[src/rtl/riscv_pkg.sv]
// rtl/riscv_pkg.sv - opcodes and controller state encoding shared by the pipeline control slice
package riscv_pkg;

   localparam logic [6:0] OP_LOAD   = 7'b0000011;
   localparam logic [6:0] OP_SYSTEM = 7'b1110011;

   typedef enum logic [1:0] {
      ST_BOOT   = 2'd0,
      ST_RUN    = 2'd1,
      ST_HALT   = 2'd2,
      ST_RESUME = 2'd3
   } ctrl_state_e;

endpackage

[src/rtl/sat_counter16.sv]
// rtl/sat_counter16.sv - 16-bit event counter that sticks at all-ones
module sat_counter16 (
   input  logic        clk,
   input  logic        rst,
   input  logic        inc_i,
   output logic [15:0] cnt_o
);

   logic [15:0] cnt_q;
   logic [15:0] cnt_d;

   always_comb begin
      cnt_d = cnt_q;
      if (inc_i && (cnt_q != 16'hFFFF)) begin
         cnt_d = cnt_q + 16'd1;
      end
   end

   always_ff @(posedge clk) begin
      if (rst) begin
         cnt_q <= 16'd0;
      end else begin
         cnt_q <= cnt_d;
      end
   end

   assign cnt_o = cnt_q;

endmodule

[src/rtl/pipeline_ctrl.sv]
// rtl/pipeline_ctrl.sv - in-order pipeline enable/flush control with boot, halt and hazard counters
module pipeline_ctrl
   import riscv_pkg::*;
#(
   parameter int unsigned BOOT_CYCLES = 2
) (
   input  logic        clk,
   input  logic        rst,
   input  logic [4:0]  id_rs1,
   input  logic [4:0]  id_rs2,
   input  logic        id_rs1_used,
   input  logic        id_rs2_used,
   input  logic [4:0]  ex_rd,
   input  logic [6:0]  ex_op,
   input  logic        ex_branch_taken,
   input  logic        resume,
   output logic        pc_ena,
   output logic        ena_ifid,
   output logic        flush_ifid,
   output logic        ena_idex,
   output logic        halted,
   output logic [15:0] stall_cnt,
   output logic [15:0] flush_cnt
);

   localparam logic [3:0] BOOT_LAST = 4'(BOOT_CYCLES - 1);

   ctrl_state_e state_q, state_d;
   logic [3:0]  boot_cnt_q, boot_cnt_d;
   logic        load_use;
   logic        stall_inc;
   logic        flush_inc;

   assign load_use = (ex_op == OP_LOAD) && (ex_rd != 5'd0) &&
                     ((id_rs1_used && (id_rs1 == ex_rd)) ||
                      (id_rs2_used && (id_rs2 == ex_rd)));

   always_comb begin
      state_d    = state_q;
      boot_cnt_d = boot_cnt_q;
      pc_ena     = 1'b0;
      ena_ifid   = 1'b0;
      flush_ifid = 1'b0;
      ena_idex   = 1'b0;
      halted     = 1'b0;
      stall_inc  = 1'b0;
      flush_inc  = 1'b0;
      case (state_q)
         ST_BOOT: begin
            flush_ifid = 1'b1;
            if (boot_cnt_q == BOOT_LAST) begin
               state_d    = ST_RUN;
               boot_cnt_d = 4'd0;
            end else begin
               boot_cnt_d = boot_cnt_q + 4'd1;
            end
         end
         ST_RUN: begin
            // A taken branch squashes the dependent instruction, so it wins over load-use.
            if (ex_branch_taken) begin
               pc_ena     = 1'b1;
               ena_ifid   = 1'b1;
               flush_ifid = 1'b1;
               flush_inc  = 1'b1;
            end else if (load_use) begin
               stall_inc  = 1'b1;
            end else begin
               pc_ena     = 1'b1;
               ena_ifid   = 1'b1;
               ena_idex   = 1'b1;
            end
            if ((ex_op == OP_SYSTEM) && !ex_branch_taken) begin
               state_d = ST_HALT;
            end
         end
         ST_HALT: begin
            halted = 1'b1;
            if (resume) begin
               state_d = ST_RESUME;
            end
         end
         ST_RESUME: begin
            pc_ena   = 1'b1;
            ena_ifid = 1'b1;
            ena_idex = 1'b1;
            state_d  = ST_RUN;
         end
         default: state_d = ST_BOOT;
      endcase
      if (rst) begin
         state_d    = ST_BOOT;
         boot_cnt_d = 4'd0;
         pc_ena     = 1'b0;
         ena_ifid   = 1'b0;
         flush_ifid = 1'b1;
         ena_idex   = 1'b0;
         halted     = 1'b0;
         stall_inc  = 1'b0;
         flush_inc  = 1'b0;
      end
   end

   always_ff @(posedge clk) begin
      if (rst) begin
         state_q    <= ST_BOOT;
         boot_cnt_q <= 4'd0;
      end else begin
         state_q    <= state_d;
         boot_cnt_q <= boot_cnt_d;
      end
   end

   sat_counter16 u_stall_cnt (
      .clk   (clk),
      .rst   (rst),
      .inc_i (stall_inc),
      .cnt_o (stall_cnt)
   );

   sat_counter16 u_flush_cnt (
      .clk   (clk),
      .rst   (rst),
      .inc_i (flush_inc),
      .cnt_o (flush_cnt)
   );

endmodule

[config.mk]
export PLATFORM = sky130hd
export DESIGN_NAME = pipeline_ctrl
export DESIGN_NICKNAME = d
export VERILOG_FILES = /design/src/rtl/riscv_pkg.sv /design/src/rtl/sat_counter16.sv /design/src/rtl/pipeline_ctrl.sv
export SDC_FILE = /design/constraint.sdc
export NUM_CORES = 1
export LEC_CHECK = 0
export ABC_AREA = 1
export CAP_MARGIN = 10
export CORE_MARGIN = 5
export CORE_UTILIZATION = 40
export CTS_CLUSTER_SIZE = 30
export DETAILED_ROUTE_END_ITERATION = 8
export PLACE_DENSITY = 0.81
export SLEW_MARGIN = 20
export SYNTH_ARGS = -nofsm -noshare
export SYNTH_HDL_FRONTEND = slang
export SYNTH_SLANG_ARGS = --single-unit
[constraint.sdc]
create_clock -name clk -period 1.6 [get_ports clk]
set_input_delay 0.16 -clock clk [delete_from_list [all_inputs] [get_ports clk]]
set_output_delay 0.16 -clock clk [all_outputs]
set_load 0.01 [all_outputs]
; Yosys cells after proc, flatten, opt, wreduce, memory -nomap -nowiden
; Cells that the tools add are included.
[totals]
regBits = 38
input_bits = 28
[classes]
n_addsub = 3
eq_ne = 13
mux = 23
n_reduce_logical = 12
[op_table]
columns = op, n
row1 = "16-bit by 1-bit adder with 16-bit output, second input constant", 2
row2 = "16-bit inequality test, second input constant", 2
row3 = 1-bit two-way mux, 15
row4 = 5-bit equality test, 2
row5 = 2-bit one-hot mux with 4 select lines, 1
row6 = "7-bit by 2-bit equality test with 1-bit output, second input constant", 1
row7 = "7-bit equality test, second input constant", 1
row8 = 1-bit logical AND, 7
row9 = 2-bit two-way mux, 3
row10 = "2-bit inequality test, second input constant", 3
row11 = 1-bit one-hot mux with 2 select lines, 3
row12 = 5-bit nonzero test, 1
row13 = "4-bit by 1-bit adder with 4-bit output, second input constant", 1
row14 = "2-bit equality test, second input constant", 2
row15 = "4-bit by 1-bit equality test with 1-bit output, second input constant", 1
row16 = 4-bit two-way mux, 1
row17 = 3-bit AND reduction, 1
row18 = "2-bit by 1-bit equality test with 1-bit output, second input constant", 1
row19 = 2-bit logical NOT, 1
row20 = 1-bit logical NOT, 1
row21 = 1-bit logical OR, 1

; Logic depth before layout (Yosys ltp)
; Gate-level depths: netlist of the first run.
[logic_depth]
ltp_word = 9
ltp_mapped = 13

; Cells and area by module
; A second synthesis of the first run with hierarchy kept.
[hier_totals]
hier_cells = 421
area_unflattened_um2 = 2529.9
[by_module_without_submodules]
columns = mod, n_inst, cells_each, area_per_inst_um2, seq_area_each_um2
row1 = sat_counter16, 2, 149, 929.6, 320.3
row2 = pipeline_ctrl, 1, 123, 670.6, 120.1

; Least setup slack after synthesis of the first run
; No wires, ideal clock.
[synth_path]
path_type = flip-flop to flip-flop
from = register u_stall_cnt.cnt_q[0], in the netlist u_stall_cnt.cnt_o[0]
to = register u_stall_cnt.cnt_q[9], in the netlist u_stall_cnt.cnt_o[9]
t_arrival_ns = 1.515
required_time_ns = 1.484
setup_slack_ns = -0.031
stages_incl_launch_ff = 12
path_buffers = 1
cell_sequence = dfxtp_1 -> ha_1 -> nand2_1 -> nor2_2 -> nand2_2 -> inv_2 -> nand3_4 -> clkinv_2 -> nor2_4 -> buf_6 -> a21oi_1 -> nor2_2
[synth_via]
elab_chain_cells = 2
[synth_rtl]
columns = element, line_no
row1 = start: declaration, sat_counter16.sv:9  ; logic [15:0] cnt_q;
row2 = start signal: assignment, sat_counter16.sv:23  ; cnt_q <= cnt_d;
row3 = branches (longest 2 deep; another with 16-bit by 1-bit adder with 16-bit output), n/a
; Several ways; the timed one is not identified.
; A chain may end at the register's enable or synchronous reset.

; Worst setup path after layout of the first run
[layout_path]
from = register state_q[1]
to = register u_stall_cnt.cnt_q[9], in the netlist u_stall_cnt.cnt_o[9]
[layout_via]
elab_chain_cells = 4
[layout_rtl]
columns = element, line_no
row1 = start: declaration, pipeline_ctrl.sv:28  ; ctrl_state_e state_q, state_d;
row2 = start signal: assignment, pipeline_ctrl.sv:108  ; state_q <= state_d;
row3 = 2-bit by 1-bit equality test with 1-bit output, pipeline_ctrl.sv:48  ; case (state_q)
row4 = 1-bit two-way mux, pipeline_ctrl.sv:48
row5 = 1-bit two-way mux, pipeline_ctrl.sv:90  ; if (rst) begin
row6 = 1-bit logical AND, sat_counter16.sv:14  ; if (inc_i && (cnt_q != 16'hFFFF)) begin
; No other way between the ends.

==> metrics.txt, run 1 <==
1st-iter DRT viols 90; total design power 2698 uW; Least-Margin Pin Slew 388.1 ps; Rows 27; core area 5608 sq um; most frequent cell after synthesis nand2_1; Hold WS 404.5 ps; yosys warns 0; clk buf depth 2; dpl hpwl 4876 microns; R2R depth 13; GR Overflow Total 0; Setup Skew 6.884 ps; wire per inst 12.42 microns; maximum fanout along the worst path 7; Synth top cells by count nand2_1, nor2_1, inv_1; DRC 0; FF+latch count, synth 38; time the worst path needs with I/O delays and setup 1626 ps; fin worst setup slack -25.60 ps; final core occ 65.86%; ys flop type dfxtp_1; Synth Area per Inst 6.246 sq um; Final Wtd Congestion 0.7937; Leak Pwr 0.001622 uW; worst hold path class in -> reg; mapped cell area 2336 sq um; n_diodes 0; Layout area overhead 58.11%; Max Freq 0.6152 GHz; Worst EP required 1780 ps; crit path launch type register; share of cells above drive strength 1 27.41%; Netlist cell types 30; max_cap viols 0; CTS Buf Count 5; RSZ-0062 raised after global routing yes; Pwr Density 730.4 nW/um^2; DR vias/cell 4.924; fin crit share 101.6%; syn_nets 408; Syn Inst Count 374; Design Area, Final 3694 sq um; die width 86.42 microns; Vias 2708; vias in the first global route 2628; leading post-synthesis cells by cell area dfxtp_1, nand2_1, nor2_1, inv_1, nand3_1; Fin. Hold Viols 0; async set-or-reset flop fraction in the synthesized netlist 0%; share of the synthesized area in the top cell type 32.57%; Max Slew Vio Count 0; nets 511; slowest CP cell dfxtp_2; sequential share of the synthesized area 32.57%; area leader, netlist dfxtp_1; worst path arrival time 1810 ps; cell mode on critical path nor2_4; first-pass GRT wire length 10810 microns; H-tree depth 2; CP Capture Type register; number of enable flip-flop cells after synthesis 0; Routed WL 6830 microns; Post-DRT Antenna Nets 0; CP cell instances inv_2 -> ha_4 -> inv_4 -> nor2_4 -> inv_2 -> nor2_4 -> buf_6 -> nand3_4 -> nor2_4 -> buf_12 -> nand3_2 -> nand2_2 -> nor2_2; All-Layer GR Usage 17.47%; IO Port Bufs 64; post-route setup TNS -59.86 ps; I/O Pins 65; CTS tree built; violated checks setup timing; die height 86.42 microns; initial antenna violation count 0; Pre-antenna DRT Iters 4; # setup viols final 5; clk slew on worst S/H paths 70 ps; later-pin clock latency in the skew report 300 ps; CP Class reg -> reg; outcome finished with violations; Slew HR 73.93%; CTS root buf clkbuf_8; Hold-fix buffers, CTS 0; initial core utilization 41.66%; Area after DPL 3281 sq um; Peak VDD IR 0.4428 mV; CP max stage delay 330 ps; cell count of the worst hold path 5; pin count of the biggest net entering global routing 29; CTS sink cnt 38; full die area 7468 sq um
cells in the final DEF, fill, tap and decap left out, types with 4 or more instances in the layout:
cell type / instances
buf_6: 4
nand4_1: 6
nand3_2: 10
nor2_4: 7
nor2_1: 47
nor3_1: 7
dfxtp_2: 16
nand2_2: 9
dlymetal6s2s_1: 12
clkbuf_8: 6
nand3_1: 18
xor2_1: 5
nand2_1: 91
nor3_2: 5
buf_4: 33
clkdlybuf4s50_1: 42
nor2_2: 7
dlygate4sd2_1: 5
inv_1: 41
buf_2: 4
inv_2: 13
a21oi_1: 23
dfxtp_1: 22
o21ai_0: 14
per-stage QoR:
stage | worst slack (ps) | cells
after detailed placement | -448.1 | 536
final | -25.60 | 550
after CTS | -75.50 | 547
after global placement | -410.1 | 536
after floorplan | 0.6352 | 374
after global routing | -124.7 | 550
routing by layer:
| layer | wire length [microns] | global-route usage (%) | vias to the layer above |
|---|---|---|---|
| li1 | - | - | 1394 |
| met1 | 2845 | 19.23 | 1237 |
| met2 | 3613 | 34.56 | 70 |
| met3 | 300 | 3.232 | 7 |
| met4 | 71 | 3.116 | 0 |
| met5 | 0 | 0 | - |
report_power, final:
part           switching [uW]  total [uW]  leakage (uW)  internal (uW)
clock                     352        1020     0.0000714            665
combinational             337         662       0.00124            325
sequential               32.6        1020      0.000315            985
final cells by class:
type                       instances  area (sq um)
tap                               72         90.09
clock inverter                     2         60.06
inverter                          57         221.5
multi-input combinational        273          1506
timing repair buffer             102         952.2
fill                             489          1914
sequential                        38         780.7
clock buffer                       6         82.58
state kept, by name, indices dropped and copies added (netlist names):
signal             flops
boot_cnt_q             4
state_q                2
u_flush_cnt.cnt_o     16
u_stall_cnt.cnt_o     16
repair_timing:
action / in CTS / in global routing
pin swaps: 9 / 25
buffers inserted: 2 / 4
cloned: 1 / 0
endpoints found under the setup margin: 23 / 32
resized for setup: 41 / 69
logic make-up after synthesis:
family	count (synthesis)	synth area share, %
and+or+nand+nor	214	40.76
AOI/OAI and AO/OA	46	10.18
xor gates and xnor gates	6	2.250
DFF	38	32.57
buffers and inverters	64	11.03
adders and majority gates	6	3.214
final timing paths:
kind / slack, ps / to / start
hold / removal: 400 / state_q[1] / ex_op[6]
setup / recovery: -30 / u_stall_cnt.cnt_o[9] / state_q[1]
setup reg to reg: -30 / u_stall_cnt.cnt_o[9] / state_q[1]
hold reg to reg: 490 / boot_cnt_q[1] / boot_cnt_q[1]
worst max-delay path: cells and delay by family (launching register included):
kind	cells	cell delay, ps
AND/OR/NAND/NOR	7	630
buffers and inverters	5	410
flip-flops	1	330
adder cells (fa/ha/maj)	1	140
No activity file was read; power rests on OpenSTA's default activity.
==> inputs of run 2 (changes only) <==
--- a/config.mk
+++ b/config.mk
@@ -11,7 +11,9 @@
 export CORE_UTILIZATION = 40
 export CTS_CLUSTER_SIZE = 30
 export DETAILED_ROUTE_END_ITERATION = 8
+export GPL_ROUTABILITY_DRIVEN = 0
 export PLACE_DENSITY = 0.81
+export SKIP_CTS_REPAIR_TIMING = 1
 export SLEW_MARGIN = 20
 export SYNTH_ARGS = -nofsm -noshare
 export SYNTH_HDL_FRONTEND = slang
==> metrics.txt, run 2 (synthesis gave the netlist of run 1 again) <==
clk slew on worst S/H paths 70 ps (about the same); vias in the first global route 2597 (-1.2%); Multi-input gate area 1496 sq um (-0.66%); max_cap viols 0 (unchanged); placed cells 536 (unchanged); die width 86.42 microns (unchanged); full die area 7468 sq um (unchanged); clock share of power 37.7% (about the same); commonest non-fill, non-tap cell in the layout nand2_1; worst hold path class reg -> reg; IO Port Bufs 64 (unchanged); share of cells above drive strength 1 25.52% (-1.9 points); maximum fanout along the worst path 7 (unchanged); DRC 0 (unchanged); dpl hpwl 4876 microns (unchanged); nets 511 (unchanged); Vias 2684 (-0.89%); wire per inst 12.10 microns (-2.6%); Slew HR 68.06% (-5.9 points); violated checks setup timing; worst path arrival time 1850 ps (+40 ps); fin crit share 104.3% (+2.7 points); M1 WL 2769 microns (-2.7%); Hold WS 483.7 ps (+79.13 ps); pin count of the biggest net entering global routing 29 (unchanged); CTS sink cnt 38 (unchanged); die height 86.42 microns (unchanged); core area 5608 sq um (unchanged); n_diodes 0 (unchanged); Worst EP required 1780 ps (about the same); Max Freq 0.5991 GHz (-2.6%); DR vias/cell 4.880 (-0.89%); CP Capture Type register; met3 routed WL 288 microns (-4.0%); P_sw 709.6 uW (-1.7%); initial core utilization 41.66% (unchanged); sw frac 26.29% (-0.46 points); outcome finished with violations; met2 wire length 3565 microns (-1.3%); CTS Buf Count 5 (unchanged); Pint 1989 uW (+0.68%); CP Class in -> reg; H-tree depth 2 (unchanged); initial antenna violation count 0 (unchanged); most frequent cells in the layout nand2_1, clkdlybuf4s50_1, nor2_1; final core occ 65.42% (-0.45 points); Max Slew Vio Count 0 (unchanged); Peak VDD IR 0.4429 mV (about the same); GR Overflow Total 0 (unchanged); RSZ-0062 raised after global routing yes; Rows 27 (unchanged); I/O Pins 65 (unchanged); Register Area 777.0 sq um (-0.48%); CTS root buf clkbuf_8; All-Layer GR Usage 16.94% (-0.53 points); Layout Cells excl Fill 550 (unchanged); fill cell count 496 (+1.4%); first-pass GRT wire length 10500 microns (-2.9%); clk buf depth 2 (unchanged); Top Metal Used met4; later-pin clock latency in the skew report 290 ps (about the same); Gate power share 24.6% (about the same); Post-DRT Antenna Nets 0 (unchanged); 1st-iter DRT viols 74 (-18%); Leak Pwr 0.001585 uW (-2.3%); time the worst path needs with I/O delays and setup 1669 ps (+43.63 ps); Layout area overhead 57.04%; Fin. Hold Viols 0 (unchanged); CTS tree built; Routed WL 6655 microns (-2.6%); fin worst setup slack -69.23 ps (-43.63 ps); Place WS -448.1 ps (unchanged); # setup viols final 10 (+5); crit path launch type primary input; worst reg2reg setup slack -50 ps (-20 ps); Pre-antenna DRT Iters 4 (unchanged); Least-Margin Pin Slew 475.4 ps (+87.32 ps); Setup Skew 6.974 ps (+0.09032 ps); sequential power share 37.6% (about the same); Pwr Density 735.7 nW/um^2 (+0.73%)
==> run 2: changes by cell type in the layout (fill, tap and decap cells not counted), moves of 2 or more <==
cell / delta
dfxtp_1: +3
buf_4: +2
o21ai_1: -2
clkdlybuf4s50_1: +10
dlygate4sd2_1: -5
nand2_2: -3
inv_4: -2
nand2_1: +3
dlymetal6s2s_1: -3
buf_2: -2
dfxtp_2: -3
==> run 2: area by class of cell <==
type                       count  share of cell area (%)
tap                           72                   2.456
timing repair buffer         102                   25.75
inverter                      57                   5.935
clock buffer                   6                   2.251
clock inverter                 2                   1.637
multi-input combinational    273                   40.79
sequential                    38                   21.18
==> run 2: path summary, 6_finish.rpt <==
check | cells after the start | to | start
setup / recovery | 11 | u_stall_cnt.cnt_o[4] | ex_op[0]
hold / removal | 1 | boot_cnt_q[0] | boot_cnt_q[0]
setup reg to reg | 12 | u_stall_cnt.cnt_o[4] | state_q[1]
hold reg to reg | 1 | boot_cnt_q[0] | boot_cnt_q[0]
==> run 2: worst max-delay path, cell delays in order <==
cell and delay, ps:
clkdlybuf4s50_1 460, nand2_1 60, nor3_2 140, nand2_1 120, nor2_4 150, buf_6 120, nand3_4 130, nor2_4 290
nand3_2 100, nand2_1 80, nor2_1 40
==> run 2: through the flow <==
step	TNS, ps	cell area, sq um	total power, uW
finish	-412.7	3669	2699
global route	-2956	3669	2812
CTS	-4500	3423	2637
detailed placement	-6767	3281	1629
global placement	-5533	3281	1604
floorplan	0	2345	1312
==> run 2: per-layer routing <==
metal / up-vias / track usage, %
li1: 1394 / -
met1: 1229 / 18.59
met2: 56 / 33.24
met3: 5 / 3.232
met4: 0 / 3.541
met5: - / 0
==> run 2: power groups by stage <==
stage | sequential [uW] | clock, uW | combinational [uW]
finish | 1020 | 1020 | 665
global route | 1020 | 1070 | 727
CTS | 1000 | 1030 | 606
detailed placement | 1030 | 0 | 603
global placement | 1020 | 0 | 581
floorplan | 1030 | 0 | 284
==> inputs of run 3 (changes only) <==
--- a/config.mk
+++ b/config.mk
@@ -7,8 +7,9 @@
 export LEC_CHECK = 0
 export ABC_AREA = 1
 export CAP_MARGIN = 10
-export CORE_MARGIN = 5
+export CORE_MARGIN = 3
 export CORE_UTILIZATION = 40
+export CTS_CLUSTER_DIAMETER = 100
 export CTS_CLUSTER_SIZE = 30
 export DETAILED_ROUTE_END_ITERATION = 8
 export GPL_ROUTABILITY_DRIVEN = 0
==> metrics.txt, run 3 (synthesis gave the netlist of run 1 again) <==
CTS root buf clkbuf_8; Routed WL 7134 microns (+7.2%); CP Capture Type register; final core occ 68.31% (+2.9 points); Leak Pwr 0.001772 uW (+12%); later-pin clock latency in the skew report 300 ps (about the same); 1st-iter DRT viols 100 (+35%); commonest non-fill, non-tap cell in the layout nand2_1; pin count of the biggest net entering global routing 29 (unchanged); Worst Path Buf+Inv 5 (+3); outcome finished with violations; placed cells 545 (+1.7%); Peak VDD IR 0.5358 mV (+21%); CTS sink cnt 38 (unchanged); full die area 6793 sq um (-9.0%); fin worst setup slack -90.45 ps (-21.22 ps); n_diodes 0 (unchanged); share of cells above drive strength 1 28.57% (+3.0 points); clk buf depth 2 (unchanged); IO Port Bufs 64 (unchanged); Layout Cells excl Fill 562 (+2.2%); DR vias/cell 4.943 (+1.3%); wire per inst 12.69 microns (+4.9%); die height 82.42 microns (-4.6%); Hold Path Origin boot_cnt_q[0]; time the worst path needs with I/O delays and setup 1690 ps (+21.22 ps); fill cell count 457 (-7.9%); slowest CP cell dfxtp_2; die width 82.42 microns (-4.6%); Post-DRT Antenna Nets 0 (unchanged); dpl hpwl 4815 microns (-1.3%); CP cell instances inv_2 -> ha_4 -> inv_4 -> nor2_4 -> inv_2 -> nor2_4 -> buf_6 -> nand3_4 -> nor2_4 -> buf_12 -> nand3_1 -> nand2_1 -> nor2_1; CTS tree built; H-tree depth 2 (unchanged); maximum fanout along the worst path 7 (unchanged); cell mode on critical path nor2_4; fin crit share 105.7% (+1.3 points); Crit path max-delay family simple AND/OR/NAND/NOR gates; worst hold path class reg -> reg; most frequent cells in the layout nand2_1, nor2_1, inv_1, clkdlybuf4s50_1, buf_4; All-Layer GR Usage 19.17% (+2.2 points); CP max stage delay 330 ps (-130 ps); Design Area, Final 3807 sq um (+3.8%); worst path arrival time 1880 ps (+30 ps); R2R depth 13 (+1); Least-Margin Pin Slew 304.9 ps (-170.5 ps); nets 523 (+2.3%); first-pass GRT wire length 10270 microns (-2.2%); RSZ-0062 raised after global routing yes; DRC 0 (unchanged); GRT busiest layer met2; Setup Skew 3.797 ps (-3.178 ps); Layout area overhead 62.99%; Place WS -448.0 ps (+0.1370 ps); # setup viols final 14 (+4); Max Slew Vio Count 0 (unchanged); I/O Pins 65 (unchanged); worst reg2reg setup slack -90 ps (-40 ps); cell count of the worst hold path 1 (unchanged); GR Layer Usage met1 21.64% (+3.0 points); Max Freq 0.5916 GHz (-1.3%); CP Class reg -> reg; Vias 2778 (+3.5%); max_cap viols 0 (unchanged); Rows 27 (unchanged); violated checks setup timing; WHS Endpoint boot_cnt_q[0]; Fin. Hold Viols 0 (unchanged); Slew HR 79.49% (+11 points); worst r2r src state_q[1]; Pwr Density 642.3 nW/um^2 (-13%); vias in the first global route 2525 (-2.8%); Area after DPL 3348 sq um (+2.1%); capturing point of the worst reg2reg path u_stall_cnt.cnt_o[5]; GR Overflow Total 0 (unchanged); crit path launch type register; core area 5574 sq um (-0.60%); initial antenna violation count 0 (unchanged); met3 Resource Use GR 4.230% (+1.0 points); CTS Buf Count 5 (unchanged); initial core utilization 41.91% (+0.25 points); clk slew on worst S/H paths 70 ps (about the same); Pre-antenna DRT Iters 4 (unchanged); met2 Use GR 35.10% (+1.9 points); Worst EP required 1790 ps (about the same)
==> run 3: layer usage <==
metal,share of wire [%],up-vias
li1,-,1412
met1,42,1276
met2,52,77
met3,4.3,13
met4,1.6,0
met5,0,-
==> run 3: stage by stage <==
stage          hold slack (ps)  setup TNS [ps]  power, uW
4_1_cts                  491.0           -5730       2327
3_5_place_dp             477.7           -6860       1642
3_3_place_gp             459.0           -5802       1611
6_report                 491.6          -576.6       2446
5_1_grt                  504.7           -2369       2562
2_1_floorplan            300.8               0       1312
==> run 3: how the worst max path moves through the flow <==
stage,endpoint,slack (ps),start,cells past startpoint
2_1_floorplan,u_flush_cnt.cnt_o[0],0.6,u_flush_cnt.cnt_o[0],9
3_5_place_dp,ena_ifid,-450,ex_rd[4],9
5_1_grt,u_stall_cnt.cnt_o[5],-170,state_q[1],13
4_1_cts,ena_idex,-580,state_q[1],9
6_report,u_stall_cnt.cnt_o[5],-90,state_q[1],13
3_3_place_gp,ena_ifid,-410,ex_rd[4],9
==> run 3: layout make-up <==
class / instances / area (sq um) / share of cell area [%]
inverters: 57 / 232.7 / 6.112
clock inverters: 1 / 5.005 / 0.1314
flip-flops and latches: 38 / 773.2 / 20.31
clock buffers: 7 / 86.33 / 2.268
well taps: 72 / 90.09 / 2.366
repair buffers: 115 / 1107 / 29.08
multi-input cells: 272 / 1513 / 39.73
==> run 3: report_power, final <==
part           switching [uW]  internal (uW)  leakage (uW)
clock network             343            348     0.0000482
logic                     366            372       0.00141
registers                31.6            986      0.000311
total                     740           1710       0.00177
